==> config.mk <==
export PLATFORM = sky130hd
export DESIGN_NAME = spwm_deadtime_gen
export DESIGN_NICKNAME = d
export VERILOG_FILES = /design/src/rtl/spwm_deadtime_gen.sv
export SDC_FILE = /design/constraint.sdc
export NUM_CORES = 1
export LEC_CHECK = 0
export CELL_PAD_IN_SITES_DETAIL_PLACEMENT = 1
export CELL_PAD_IN_SITES_GLOBAL_PLACEMENT = 1
export CORE_AREA = 2 2 86 88
export DETAILED_ROUTE_END_ITERATION = 12
export DIE_AREA = 0 0 88 90
export PLACE_DENSITY = 0.7
export SLEW_MARGIN = 20
export SYNTH_ARGS = -nofsm -noshare
export SYNTH_HDL_FRONTEND = slang
export SYNTH_SLANG_ARGS = --single-unit
==> constraint.sdc <==
create_clock -name clk -period 3.4 [get_ports clk]
set_clock_uncertainty 0.15 [all_clocks]
set_input_delay 0.68 -clock clk [delete_from_list [all_inputs] [get_ports clk]]
set_output_delay 0.68 -clock clk [all_outputs]
set_load 0.02 [all_outputs]
==> src/rtl/spwm_deadtime_gen.sv <==
// SPWM gate driver stage: regular-sampled carrier compare, complementary
// high/low gate pair with dead time, latched fault shutdown and a valley
// sync pulse for the sine table stepper.
// The modulating reference port is named ref_val because "ref" is a
// SystemVerilog keyword.
module spwm_deadtime_gen #(
    parameter int unsigned WIDTH       = 15,
    parameter int unsigned MOD_MAX     = 15358,
    parameter int unsigned DEAD_CYCLES = 50,
    parameter int unsigned DT_W        = 8
) (
    input  logic             clk,
    input  logic             rst,
    input  logic             en,
    input  logic [WIDTH-1:0] carrier,
    input  logic [WIDTH-1:0] ref_val,
    input  logic             fault,
    input  logic             fault_clr,
    output logic             pwm_raw,
    output logic             gate_h,
    output logic             gate_l,
    output logic             sync,
    output logic             fault_lat
);

    localparam logic [WIDTH-1:0] ModMax   = WIDTH'(MOD_MAX);
    localparam logic [DT_W-1:0]  DeadLoad = DT_W'(DEAD_CYCLES - 1);

    localparam logic [1:0] StIdle = 2'd0;
    localparam logic [1:0] StDead = 2'd1;
    localparam logic [1:0] StHigh = 2'd2;
    localparam logic [1:0] StLow  = 2'd3;

    logic [WIDTH-1:0] ref_q, ref_d, ref_clamped;
    logic [WIDTH-1:0] carrier_prev;
    logic [1:0]       state_q, state_d;
    logic             target_q, target_d;
    logic [DT_W-1:0]  cnt_q, cnt_d;
    logic             kill;

    // Reference latch: reload only at the carrier extremes so the compare
    // sees a constant reference across each half period.
    always_comb begin
        ref_clamped = (ref_val > ModMax) ? ModMax : ref_val;
        ref_d       = ref_q;
        if (carrier == '0 || carrier == ModMax) begin
            ref_d = ref_clamped;
        end
    end

    // Compare, valley detect and sticky fault flag
    always_ff @(posedge clk) begin
        if (rst) begin
            ref_q        <= '0;
            pwm_raw      <= 1'b0;
            carrier_prev <= '0;
            sync         <= 1'b0;
            fault_lat    <= 1'b0;
        end else begin
            ref_q        <= ref_d;
            pwm_raw      <= (ref_d > carrier);
            carrier_prev <= carrier;
            sync         <= (carrier == '0) && (carrier_prev != '0);
            if (fault) begin
                fault_lat <= 1'b1;
            end else if (fault_clr) begin
                fault_lat <= 1'b0;
            end
        end
    end

    assign kill = fault | fault_lat | ~en;

    // Gate FSM next state; any pwm_raw change while in DEAD restarts the
    // dead band so short pulses are absorbed rather than shortening it.
    always_comb begin
        state_d  = state_q;
        target_d = target_q;
        cnt_d    = cnt_q;
        if (kill) begin
            state_d = StIdle;
        end else begin
            case (state_q)
                StIdle: begin
                    state_d  = StDead;
                    target_d = pwm_raw;
                    cnt_d    = DeadLoad;
                end
                StDead: begin
                    if (pwm_raw != target_q) begin
                        target_d = pwm_raw;
                        cnt_d    = DeadLoad;
                    end else if (cnt_q == '0) begin
                        state_d = target_q ? StHigh : StLow;
                    end else begin
                        cnt_d = cnt_q - 1'b1;
                    end
                end
                StHigh: begin
                    if (!pwm_raw) begin
                        state_d  = StDead;
                        target_d = 1'b0;
                        cnt_d    = DeadLoad;
                    end
                end
                StLow: begin
                    if (pwm_raw) begin
                        state_d  = StDead;
                        target_d = 1'b1;
                        cnt_d    = DeadLoad;
                    end
                end
                default: state_d = StIdle;
            endcase
        end
    end

    // Gate FSM state and registered gate decode from the next state
    always_ff @(posedge clk) begin
        if (rst) begin
            state_q  <= StIdle;
            target_q <= 1'b0;
            cnt_q    <= '0;
            gate_h   <= 1'b0;
            gate_l   <= 1'b0;
        end else begin
            state_q  <= state_d;
            target_q <= target_d;
            cnt_q    <= cnt_d;
            gate_h   <= (state_d == StHigh);
            gate_l   <= (state_d == StLow);
        end
    end

endmodule

-- Word level (Yosys, flattened, before mapping)
Index checks and enable logic that the tools add are counted.
Widths: inputs -> output; s select.
- register bits: 46
- word-level logic and storage cells: 57
- output and inout port bits: 5
- order comparisons: 2
- muxes and demuxes: 20
- bitwise gates (word level): 4
- reductions and logical operators: 9
- eq/ne operators: 11
- add/sub/neg operators: 1
- operators with widths (cell ; number):
    $mux 8 ; 4
    $pmux 8 s4 ; 1
    $mux 15 ; 2
    $eq 15x14->1 const B ; 1
    $gt 15x14->1 const B ; 1
    $gt 15x15->1 ; 1
    $logic_not 15->1 ; 1
    $reduce_bool 15->1 ; 1
    $mux 2 ; 5
    $eq 2x2->1 const B ; 4
    $logic_not 8->1 ; 1
    $pmux 2 s4 ; 1
    $reduce_and 4->1 ; 2
    $sub 8x1->8 const B ; 1
    $mux 1 ; 6
    $ne 2x2->1 const B ; 3
    $pmux 1 s4 ; 1
    $ne 3x3->1 const B ; 1
    $eq 2x1->1 const B ; 1
    $logic_not 2->1 ; 1
    $not 1->1 ; 2
    $or 1x1->1 ; 2
    $reduce_bool 2->1 ; 1
    $logic_and 1x1->1 ; 1
    other kinds (2) ; 2

-- Depth between registers and ports, before layout
Gate-level depths: netlist of the first run.
- depth in word-level cells: 6
- mapped depth: 11

-- Worst setup path after synthesis of the first run
Ideal clock, no wire load.
- kind: input to register
- start point: in carrier[14]
- end point: reg pwm_raw
- arrival time: 3.189 ns
- cell stages on the path: 10
- path slack: -0.078 ns
- required time: 3.111 ns
- path through: or3_4 > nor4_4 > o221ai_2 > buf_6 > o22a_2 > ha_1 > and3_1 > a221o_1 > a221oi_1 > a221oi_1
- cells in the longest elaborated chain, start to end: 4
- elaborated cells on any way between the ends: 5
- those cells by class: 1 x order compare; 1 x eq/ne; 1 x mux; 2 x reduce/logical
- RTL lines (what ; RTL line ; text):
    start: declaration ; 15 ; input logic [WIDTH-1:0] carrier,
    $eq 15x14->1 or $logic_not 15->1 (tied branches) ; 46 ; if (carrier == '0 || carrier == ModMax) begin
    $logic_or 1x1->1 * ; 46 ;
    $mux 15 * ; 46 ;
    via ref_d[9] ; 34 ; logic [WIDTH-1:0] ref_q, ref_d, ref_clamped;
    $gt 15x15->1 * ; 61 ; pwm_raw <= (ref_d > carrier);
    end signal: assignment ; 61 ;
    end: declaration ; 19 ; output logic pwm_raw,
The timed path passes the listed nets; every way through them passes the cells marked *.
A chain may end at the register's enable or synchronous reset.

-- Worst setup path in the final report of the first run
- start point: in ref_val[0]
- end point: reg pwm_raw
- cells in the longest elaborated chain, start to end: 4
- RTL lines (what ; RTL line ; text):
    start: declaration ; 16 ; input logic [WIDTH-1:0] ref_val,
    $gt 15x14->1 ; 44 ; ref_clamped = (ref_val > ModMax) ? ModMax : ref_val;
    $mux 15 ; 44 ;
    $mux 15 ; 46 ;
    via ref_d[10] ; 34 ;
    $gt 15x15->1 ; 61 ;
The timed path passes the listed nets, and every way through them passes these cells.

==> run_summary.xml, run 1 <==
<?xml version="1.0" encoding="UTF-8"?>
<metrics>
  <group name="grt">
    <metric name="globalRouteOverflowTotal" unit="">0</metric>
    <metric name="grt_start_max_net_pins" unit="">32</metric>
    <metric name="first_global_vias" unit="">2367</metric>
    <metric name="grt_pass1_wl" unit="µm">11500</metric>
    <metric name="grt.total_usage" unit="%">18.0</metric>
    <metric name="grt_antenna_before_repair" unit="">0</metric>
  </group>
  <group name="sta">
    <metric name="timing.slew.headroom" unit="%">57.3</metric>
    <metric name="final_period_minus_worst_setup_slack" unit="ps">3280</metric>
    <metric name="final-hold-violation-count" unit="">0</metric>
    <metric name="period_share" unit="%">96.4</metric>
    <metric name="slew_violations" unit="">0</metric>
    <metric name="unrepaired_setup_endpoints_after_global_routing" unit="">false</metric>
    <metric name="final_report_setup_violation_count" unit="">0</metric>
    <metric name="fmax" unit="MHz">305</metric>
    <metric name="tightestPinTransition" unit="ps">635</metric>
  </group>
  <group name="worst_setup_path">
    <metric name="worstPathRequired" unit="ps">3430</metric>
    <metric name="timing_worst_setup_path_type" unit="">input port to flip-flop</metric>
    <metric name="worst-path-max-fanout" unit="">2</metric>
    <metric name="timing.critical_path.from_type" unit="">input port</metric>
    <metric name="worst_ep_arrival_time" unit="ps">3300</metric>
    <metric name="setup.worst_path.end_class" unit="">flip-flop</metric>
  </group>
  <group name="synthesis">
    <metric name="asyncSetResetFlopFracSynth" unit="%">0</metric>
    <metric name="number_of_enable_type_register_cells_in_the_synthesized_netlist" unit="">0</metric>
    <metric name="synth-seq-cells" unit="">46</metric>
    <metric name="yosys-top-cells-area" unit="">sky130_fd_sc_hd__dfxtp_1 38%, sky130_fd_sc_hd__ha_1 8.2%, sky130_fd_sc_hd__nor2_1 4.6%</metric>
    <metric name="synth_ff_type" unit="">sky130_fd_sc_hd__dfxtp_1</metric>
    <metric name="post-synth-top-count-cell" unit="">sky130_fd_sc_hd__dfxtp_1</metric>
    <metric name="avgSynthCellArea" unit="µm²">9.25</metric>
    <metric name="yosysUniqueCellTypes" unit="">54</metric>
    <metric name="most_used_standard_cells_in_the_synthesized_netlist" unit="">46 x sky130_fd_sc_hd__dfxtp_1, 30 x sky130_fd_sc_hd__nor2_1, 22 x sky130_fd_sc_hd__inv_1, 16 x sky130_fd_sc_hd__ha_1, 14 x sky130_fd_sc_hd__a21oi_1</metric>
    <metric name="synth_largest_type_area_fraction" unit="%">37.7</metric>
    <metric name="synth_top_area_cell" unit="">sky130_fd_sc_hd__dfxtp_1</metric>
    <metric name="synth.net_count" unit="">315</metric>
    <metric name="synth.yosys.seq_area_share" unit="%">37.7</metric>
    <metric name="cell_area_after_synthesis" unit="µm²">2440</metric>
    <metric name="ys.warnings.count" unit="">0</metric>
    <metric name="netlist_instances" unit="">264</metric>
  </group>
  <group name="power_and_ir_drop">
    <metric name="powerDensity" unit="nW/µm²">334</metric>
    <metric name="power" unit="µW">1150</metric>
    <metric name="ir_worst_vdd" unit="V">0.000148</metric>
    <metric name="leakagePower" unit="µW">0.00156</metric>
  </group>
  <group name="clock_network">
    <metric name="numClockSinks" unit="">46</metric>
    <metric name="hold_buffers" unit="">0</metric>
    <metric name="cts.htree.levels" unit="">2</metric>
    <metric name="clk_transition_reported_paths" unit="ps">90</metric>
    <metric name="cts-buffers-inserted" unit="">5</metric>
    <metric name="clk_latency_worst_skew_pair" unit="ps">300</metric>
    <metric name="clockBufferDepth" unit="">2</metric>
    <metric name="clock-root-buffer" unit="">sky130_fd_sc_hd__clkbuf_8</metric>
    <metric name="cts_tree" unit="">yes</metric>
  </group>
  <group name="outcome">
    <metric name="outcome" unit="">completed</metric>
  </group>
  <group name="placement">
    <metric name="dpl_cell_area" unit="µm²">3180</metric>
    <metric name="gp_congestion" unit="">0.854</metric>
    <metric name="port-buffer-count" unit="">39</metric>
    <metric name="dp_wirelength" unit="µm">5300</metric>
  </group>
  <group name="drt">
    <metric name="ant_nets" unit="">0</metric>
    <metric name="vias" unit="">2310</metric>
    <metric name="drt_iter0_markers" unit="">79</metric>
    <metric name="detail_route.wirelength" unit="µm">6980</metric>
    <metric name="drt_pass1_iterations" unit="">4</metric>
    <metric name="drc" unit="">0</metric>
    <metric name="routed_wire_length_per_instance" unit="µm">15.8</metric>
    <metric name="post_drt_via_cell_ratio" unit="">5.23</metric>
  </group>
  <group name="die">
    <metric name="pin_count" unit="">40</metric>
    <metric name="initial_core_util" unit="%">34.8</metric>
    <metric name="rows" unit="">31</metric>
    <metric name="die_height" unit="µm">90</metric>
    <metric name="die-width" unit="µm">88</metric>
    <metric name="placeable_area" unit="µm²">7020</metric>
    <metric name="total_die_area" unit="µm²">7920</metric>
  </group>
  <group name="layout">
    <metric name="post-route-util" unit="%">48.9</metric>
    <metric name="post_route_cells_drive_above_1_share" unit="%">25.7</metric>
    <metric name="nNetsFinal" unit="">393</metric>
    <metric name="n_antenna_cell" unit="">0</metric>
    <metric name="layout-area-overhead-vs-synth" unit="%">40.6</metric>
    <metric name="postLayoutCellArea" unit="µm²">3430</metric>
  </group>
  <group name="worst_hold_path">
    <metric name="hold_class" unit="">flip-flop to flip-flop</metric>
  </group>
  <group name="job">
    <metric name="maximum_capacitance_violations" unit="">0</metric>
  </group>
</metrics>
## cells in the final DEF, fill, tap and decap left out, types with 2 or more instances in the layout
master                            netlist  final
sky130_fd_sc_hd__a211oi_1               5      2
sky130_fd_sc_hd__a211oi_4               0      2
sky130_fd_sc_hd__a21o_1                 3      3
sky130_fd_sc_hd__a21oi_1               14     13
sky130_fd_sc_hd__a22o_1                 2      2
sky130_fd_sc_hd__a311oi_1               4      4
sky130_fd_sc_hd__a32o_1                 2      2
sky130_fd_sc_hd__and3_4                 0      2
sky130_fd_sc_hd__and4_1                 5      3
sky130_fd_sc_hd__and4_4                 0      2
sky130_fd_sc_hd__buf_4                  0     42
sky130_fd_sc_hd__clkbuf_8               0      5
sky130_fd_sc_hd__clkdlybuf4s50_1        0     24
sky130_fd_sc_hd__clkinv_2               0      2
sky130_fd_sc_hd__dfxtp_1               46     46
sky130_fd_sc_hd__dlymetal6s2s_1         0     15
sky130_fd_sc_hd__ha_1                  16     15
sky130_fd_sc_hd__inv_1                 22     22
sky130_fd_sc_hd__nand2_1                5      5
sky130_fd_sc_hd__nand3_1                4      4
sky130_fd_sc_hd__nand4_1                7      7
sky130_fd_sc_hd__nor2_1                30     30
sky130_fd_sc_hd__nor2b_1                5      5
sky130_fd_sc_hd__nor3_1                11     11
sky130_fd_sc_hd__nor3b_1                2      2
sky130_fd_sc_hd__nor4_1                 7      5
sky130_fd_sc_hd__nor4_2                 0      2
sky130_fd_sc_hd__o21ai_0                9      9
sky130_fd_sc_hd__o221a_2                9      9
sky130_fd_sc_hd__o22a_2                 9      9
sky130_fd_sc_hd__o31ai_1                3      3
sky130_fd_sc_hd__or3_1                  2      2
sky130_fd_sc_hd__or4_1                  2      2
sky130_fd_sc_hd__xor2_1                 2      2
## layer usage
layer,wire length [µm],GRT usage [%],up-vias
met3,157,3.58,6
met2,3630,31.3,42
met4,71,2.31,0
met1,3120,23.5,1110
li1,-,-,1152
met5,0,0,-
## worst paths after layout
check | start | to | slack (ps) | depth (start not counted)
max | ref_val[0] | pwm_raw | 120 | 10
min | cnt_q[6] | cnt_q[6] | 370 | 2
max reg2reg | cnt_q[0] | gate_h | 1290 | 6
min reg2reg | cnt_q[6] | cnt_q[6] | 370 | 2
## worst max-delay path, stage by stage
cell and delay, ps:
sky130_fd_sc_hd__clkdlybuf4s50_1 480, sky130_fd_sc_hd__and4_1 220, sky130_fd_sc_hd__a41oi_1 210, sky130_fd_sc_hd__o221a_2 300, sky130_fd_sc_hd__a22o_1 180, sky130_fd_sc_hd__ha_1 290, sky130_fd_sc_hd__and3_4 190, sky130_fd_sc_hd__a221o_1 350
sky130_fd_sc_hd__a221oi_2 290, sky130_fd_sc_hd__a221oi_1 100
## cells by family (layout without fill, tap and decap cells)
kind of cell / after synthesis / count (layout) / synth area share [%]
flops: 46 / 46 / 37.7
fa+ha+maj: 16 / 16 / 8.20
mux: 1 / 1 / 0.410
compound gates: 71 / 71 / 23.6
simple gates: 93 / 93 / 22.2
buf+inv: 34 / 113 / 6.81
xor+xnor: 3 / 3 / 1.08
## through the flow
stage / TNS (ps) / setup slack [ps] / cells / hold slack [ps]
global route: 0 / 20.6 / 442 / 391
floorplan: 0 / 17.3 / 264 / 319
global placement: -376 / -376 / 430 / 327
CTS: 0 / 0.583 / 438 / 370
finish: 0 / 123 / 442 / 373
detailed placement: -414 / -414 / 430 / 348
## sequential cells by signal, indices dropped and copies added (netlist names)
| register | flops |
|---|---|
| state_q | 2 |
| sync | 1 |
| gate_l | 1 |
| ref_q | 15 |
| cnt_q | 8 |
| carrier_prev | 15 |
| target_q | 1 |
| pwm_raw | 1 |
| fault_lat | 1 |
| gate_h | 1 |
## layout make-up
class	instances	area, µm²
Tap cell	99	124
Multi-Input combinational cell	184	1440
Inverter	22	82.6
Clock buffer	5	68.8
Sequential cell	46	921
Fill cell	823	3590
Timing Repair Buffer	83	762
Clock inverter	3	40.0
## where the power goes
part / switching (µW) / total (µW) / internal (µW)
Clock: 189 / 406 / 217
Sequential: 10.6 / 565 / 554
Combinational: 86.3 / 176 / 90.1
## what timing repair did
action                                  CTS  global route
pin swaps                                 3            18
gates resized for setup                   5            25
setup buffers                             0             4
endpoints found under the setup margin    1             1
No activity file was read; power rests on OpenSTA's default activity.
==> inputs of run 2 (changes only) <==
SKIP_CTS_REPAIR_TIMING = 1   (was unset)
==> run_summary.xml, run 2 (synthesized netlist as in run 1, its figures left out) <==
<?xml version="1.0" encoding="UTF-8"?>
<metrics>
  <group name="sta">
    <metric name="setup_total_negative_slack" unit="ps">0</metric>
    <metric name="final-hold-violation-count" unit="">0</metric>
    <metric name="period_share" unit="%">96.8</metric>
    <metric name="timing.slew.headroom" unit="%">57.7</metric>
    <metric name="tightestPinTransition" unit="ps">629</metric>
    <metric name="final_report_setup_violation_count" unit="">0</metric>
    <metric name="worst_hold_slack" unit="ps">372</metric>
    <metric name="slew_violations" unit="">0</metric>
    <metric name="fmax" unit="MHz">304</metric>
    <metric name="unrepaired_setup_endpoints_after_global_routing" unit="">false</metric>
    <metric name="final_period_minus_worst_setup_slack" unit="ps">3290</metric>
  </group>
  <group name="clock_network">
    <metric name="cts.htree.levels" unit="">2</metric>
    <metric name="cts_tree" unit="">yes</metric>
    <metric name="clk_transition_reported_paths" unit="ps">90</metric>
    <metric name="numClockSinks" unit="">46</metric>
    <metric name="cts-buffers-inserted" unit="">5</metric>
    <metric name="clk_latency_worst_skew_pair" unit="ps">300</metric>
    <metric name="clockBufferDepth" unit="">2</metric>
    <metric name="clock-root-buffer" unit="">sky130_fd_sc_hd__clkbuf_8</metric>
  </group>
  <group name="drt">
    <metric name="post_drt_via_cell_ratio" unit="">5.25</metric>
    <metric name="drt_pass1_iterations" unit="">4</metric>
    <metric name="routed_wire_length_per_instance" unit="µm">15.7</metric>
    <metric name="drc" unit="">0</metric>
    <metric name="ant_nets" unit="">0</metric>
    <metric name="detail_route.wirelength" unit="µm">6930</metric>
    <metric name="vias" unit="">2321</metric>
    <metric name="drt_iter0_markers" unit="">83</metric>
  </group>
  <group name="placement">
    <metric name="dp_wirelength" unit="µm">5300</metric>
    <metric name="dpl_cell_area" unit="µm²">3180</metric>
    <metric name="port-buffer-count" unit="">39</metric>
    <metric name="gp_congestion" unit="">0.854</metric>
  </group>
  <group name="power_and_ir_drop">
    <metric name="power" unit="µW">1150</metric>
    <metric name="ir_worst_vdd" unit="V">0.000147</metric>
    <metric name="powerDensity" unit="nW/µm²">335</metric>
    <metric name="leakagePower" unit="µW">0.00156</metric>
  </group>
  <group name="die">
    <metric name="placeable_area" unit="µm²">7020</metric>
    <metric name="rows" unit="">31</metric>
    <metric name="die-width" unit="µm">88</metric>
    <metric name="initial_core_util" unit="%">34.8</metric>
    <metric name="die_height" unit="µm">90</metric>
    <metric name="total_die_area" unit="µm²">7920</metric>
    <metric name="pin_count" unit="">40</metric>
  </group>
  <group name="layout">
    <metric name="post_route_cells_drive_above_1_share" unit="%">25.4</metric>
    <metric name="layout.cells.most_common_list" unit="">46 x sky130_fd_sc_hd__dfxtp_1, 42 x sky130_fd_sc_hd__buf_4, 30 x sky130_fd_sc_hd__nor2_1</metric>
    <metric name="n_antenna_cell" unit="">0</metric>
    <metric name="layout-area-overhead-vs-synth" unit="%">40.0</metric>
    <metric name="reg.largest.list" unit="">carrier_prev (15), ref_q (15), cnt_q (8)</metric>
    <metric name="nNetsFinal" unit="">393</metric>
    <metric name="final_common_cell" unit="">sky130_fd_sc_hd__dfxtp_1</metric>
    <metric name="postLayoutCellArea" unit="µm²">3420</metric>
  </group>
  <group name="grt">
    <metric name="globalRouteOverflowTotal" unit="">0</metric>
    <metric name="grt_pass1_wl" unit="µm">11400</metric>
    <metric name="grt_start_max_net_pins" unit="">32</metric>
    <metric name="grt.total_usage" unit="%">17.9</metric>
    <metric name="grt_antenna_before_repair" unit="">0</metric>
    <metric name="first_global_vias" unit="">2343</metric>
  </group>
  <group name="worst_setup_path">
    <metric name="worst_ep_arrival_time" unit="ps">3310</metric>
    <metric name="path_delay_family" unit="">compound AO/OA/AOI/OAI gates</metric>
    <metric name="timing_worst_setup_path_type" unit="">input port to flip-flop</metric>
    <metric name="worstPathRequired" unit="ps">3420</metric>
    <metric name="worstPathBufferInverterCount" unit="">1</metric>
    <metric name="timing.critical_path.from_type" unit="">input port</metric>
    <metric name="cell_at_the_slowest_stage_of_the_critical_path" unit="">sky130_fd_sc_hd__clkdlybuf4s50_1</metric>
    <metric name="critical_path_cell_by_cell" unit="">clkdlybuf4s50_1, and4_1, a41oi_1, o221a_2, a22o_1, ha_1, and3_4, a221o_1, a221oi_2, a221oi_1</metric>
    <metric name="setup.worst_path.end_class" unit="">flip-flop</metric>
    <metric name="worst-path-max-fanout" unit="">2</metric>
    <metric name="cpPeakStageDelay" unit="ps">480</metric>
  </group>
  <group name="job">
    <metric name="maximum_capacitance_violations" unit="">0</metric>
  </group>
  <group name="outcome">
    <metric name="outcome" unit="">completed</metric>
  </group>
  <group name="worst_hold_path">
    <metric name="hold_class" unit="">flip-flop to flip-flop</metric>
  </group>
</metrics>
==> run 2: cell counts in the layout (fill, tap and decap cells not counted) <==
No cell type changed its count.
==> run 2: cell type report <==
type | instances | area (µm²)
Clock buffer | 5 | 68.8
Clock inverter | 3 | 40.0
Fill cell | 829 | 3600
Inverter | 22 | 82.6
Multi-Input combinational cell | 184 | 1420
Sequential cell | 46 | 921
Tap cell | 99 | 124
Timing Repair Buffer | 83 | 762
==> run 2: per-stage QoR <==
step                      setup WS [ps]  std cells  utilization, %
after CTS                         -88.3        438            46.8
after global routing               20.6        442            48.7
after floorplan                    17.3        264               -
after global placement             -376        430            45.3
after detailed placement           -414        430            45.3
final                               110        442            48.7
==> run 2: report_power, final <==
part           internal (µW)  switching [µW]
registers                554            10.7
clock network            217             189
logic                   90.5            85.4
==> run 2: routing by layer <==
layer  global-route usage (%)  vias up  wire length (µm)  share of wire (%)
li1                         -     1156                 -                  -
met1                     23.4     1119              3120                 45
met2                     30.9       42              3600                 52
met3                     3.58        4               183                2.6
met4                     2.31        0                36               0.52
met5                        0        -                 0                  0
==> run 2: path summary, 6_finish.rpt <==
| path | startpoint | to | cells after the start | slack (ps) |
|---|---|---|---|---|
| worst max register to register | cnt_q[0] | gate_h | 6 | 1290 |
| worst max-delay path | ref_val[0] | pwm_raw | 10 | 110 |
| worst min-delay path | ref_q[10] | ref_q[10] | 1 | 370 |
| worst min register to register | ref_q[10] | ref_q[10] | 1 | 370 |
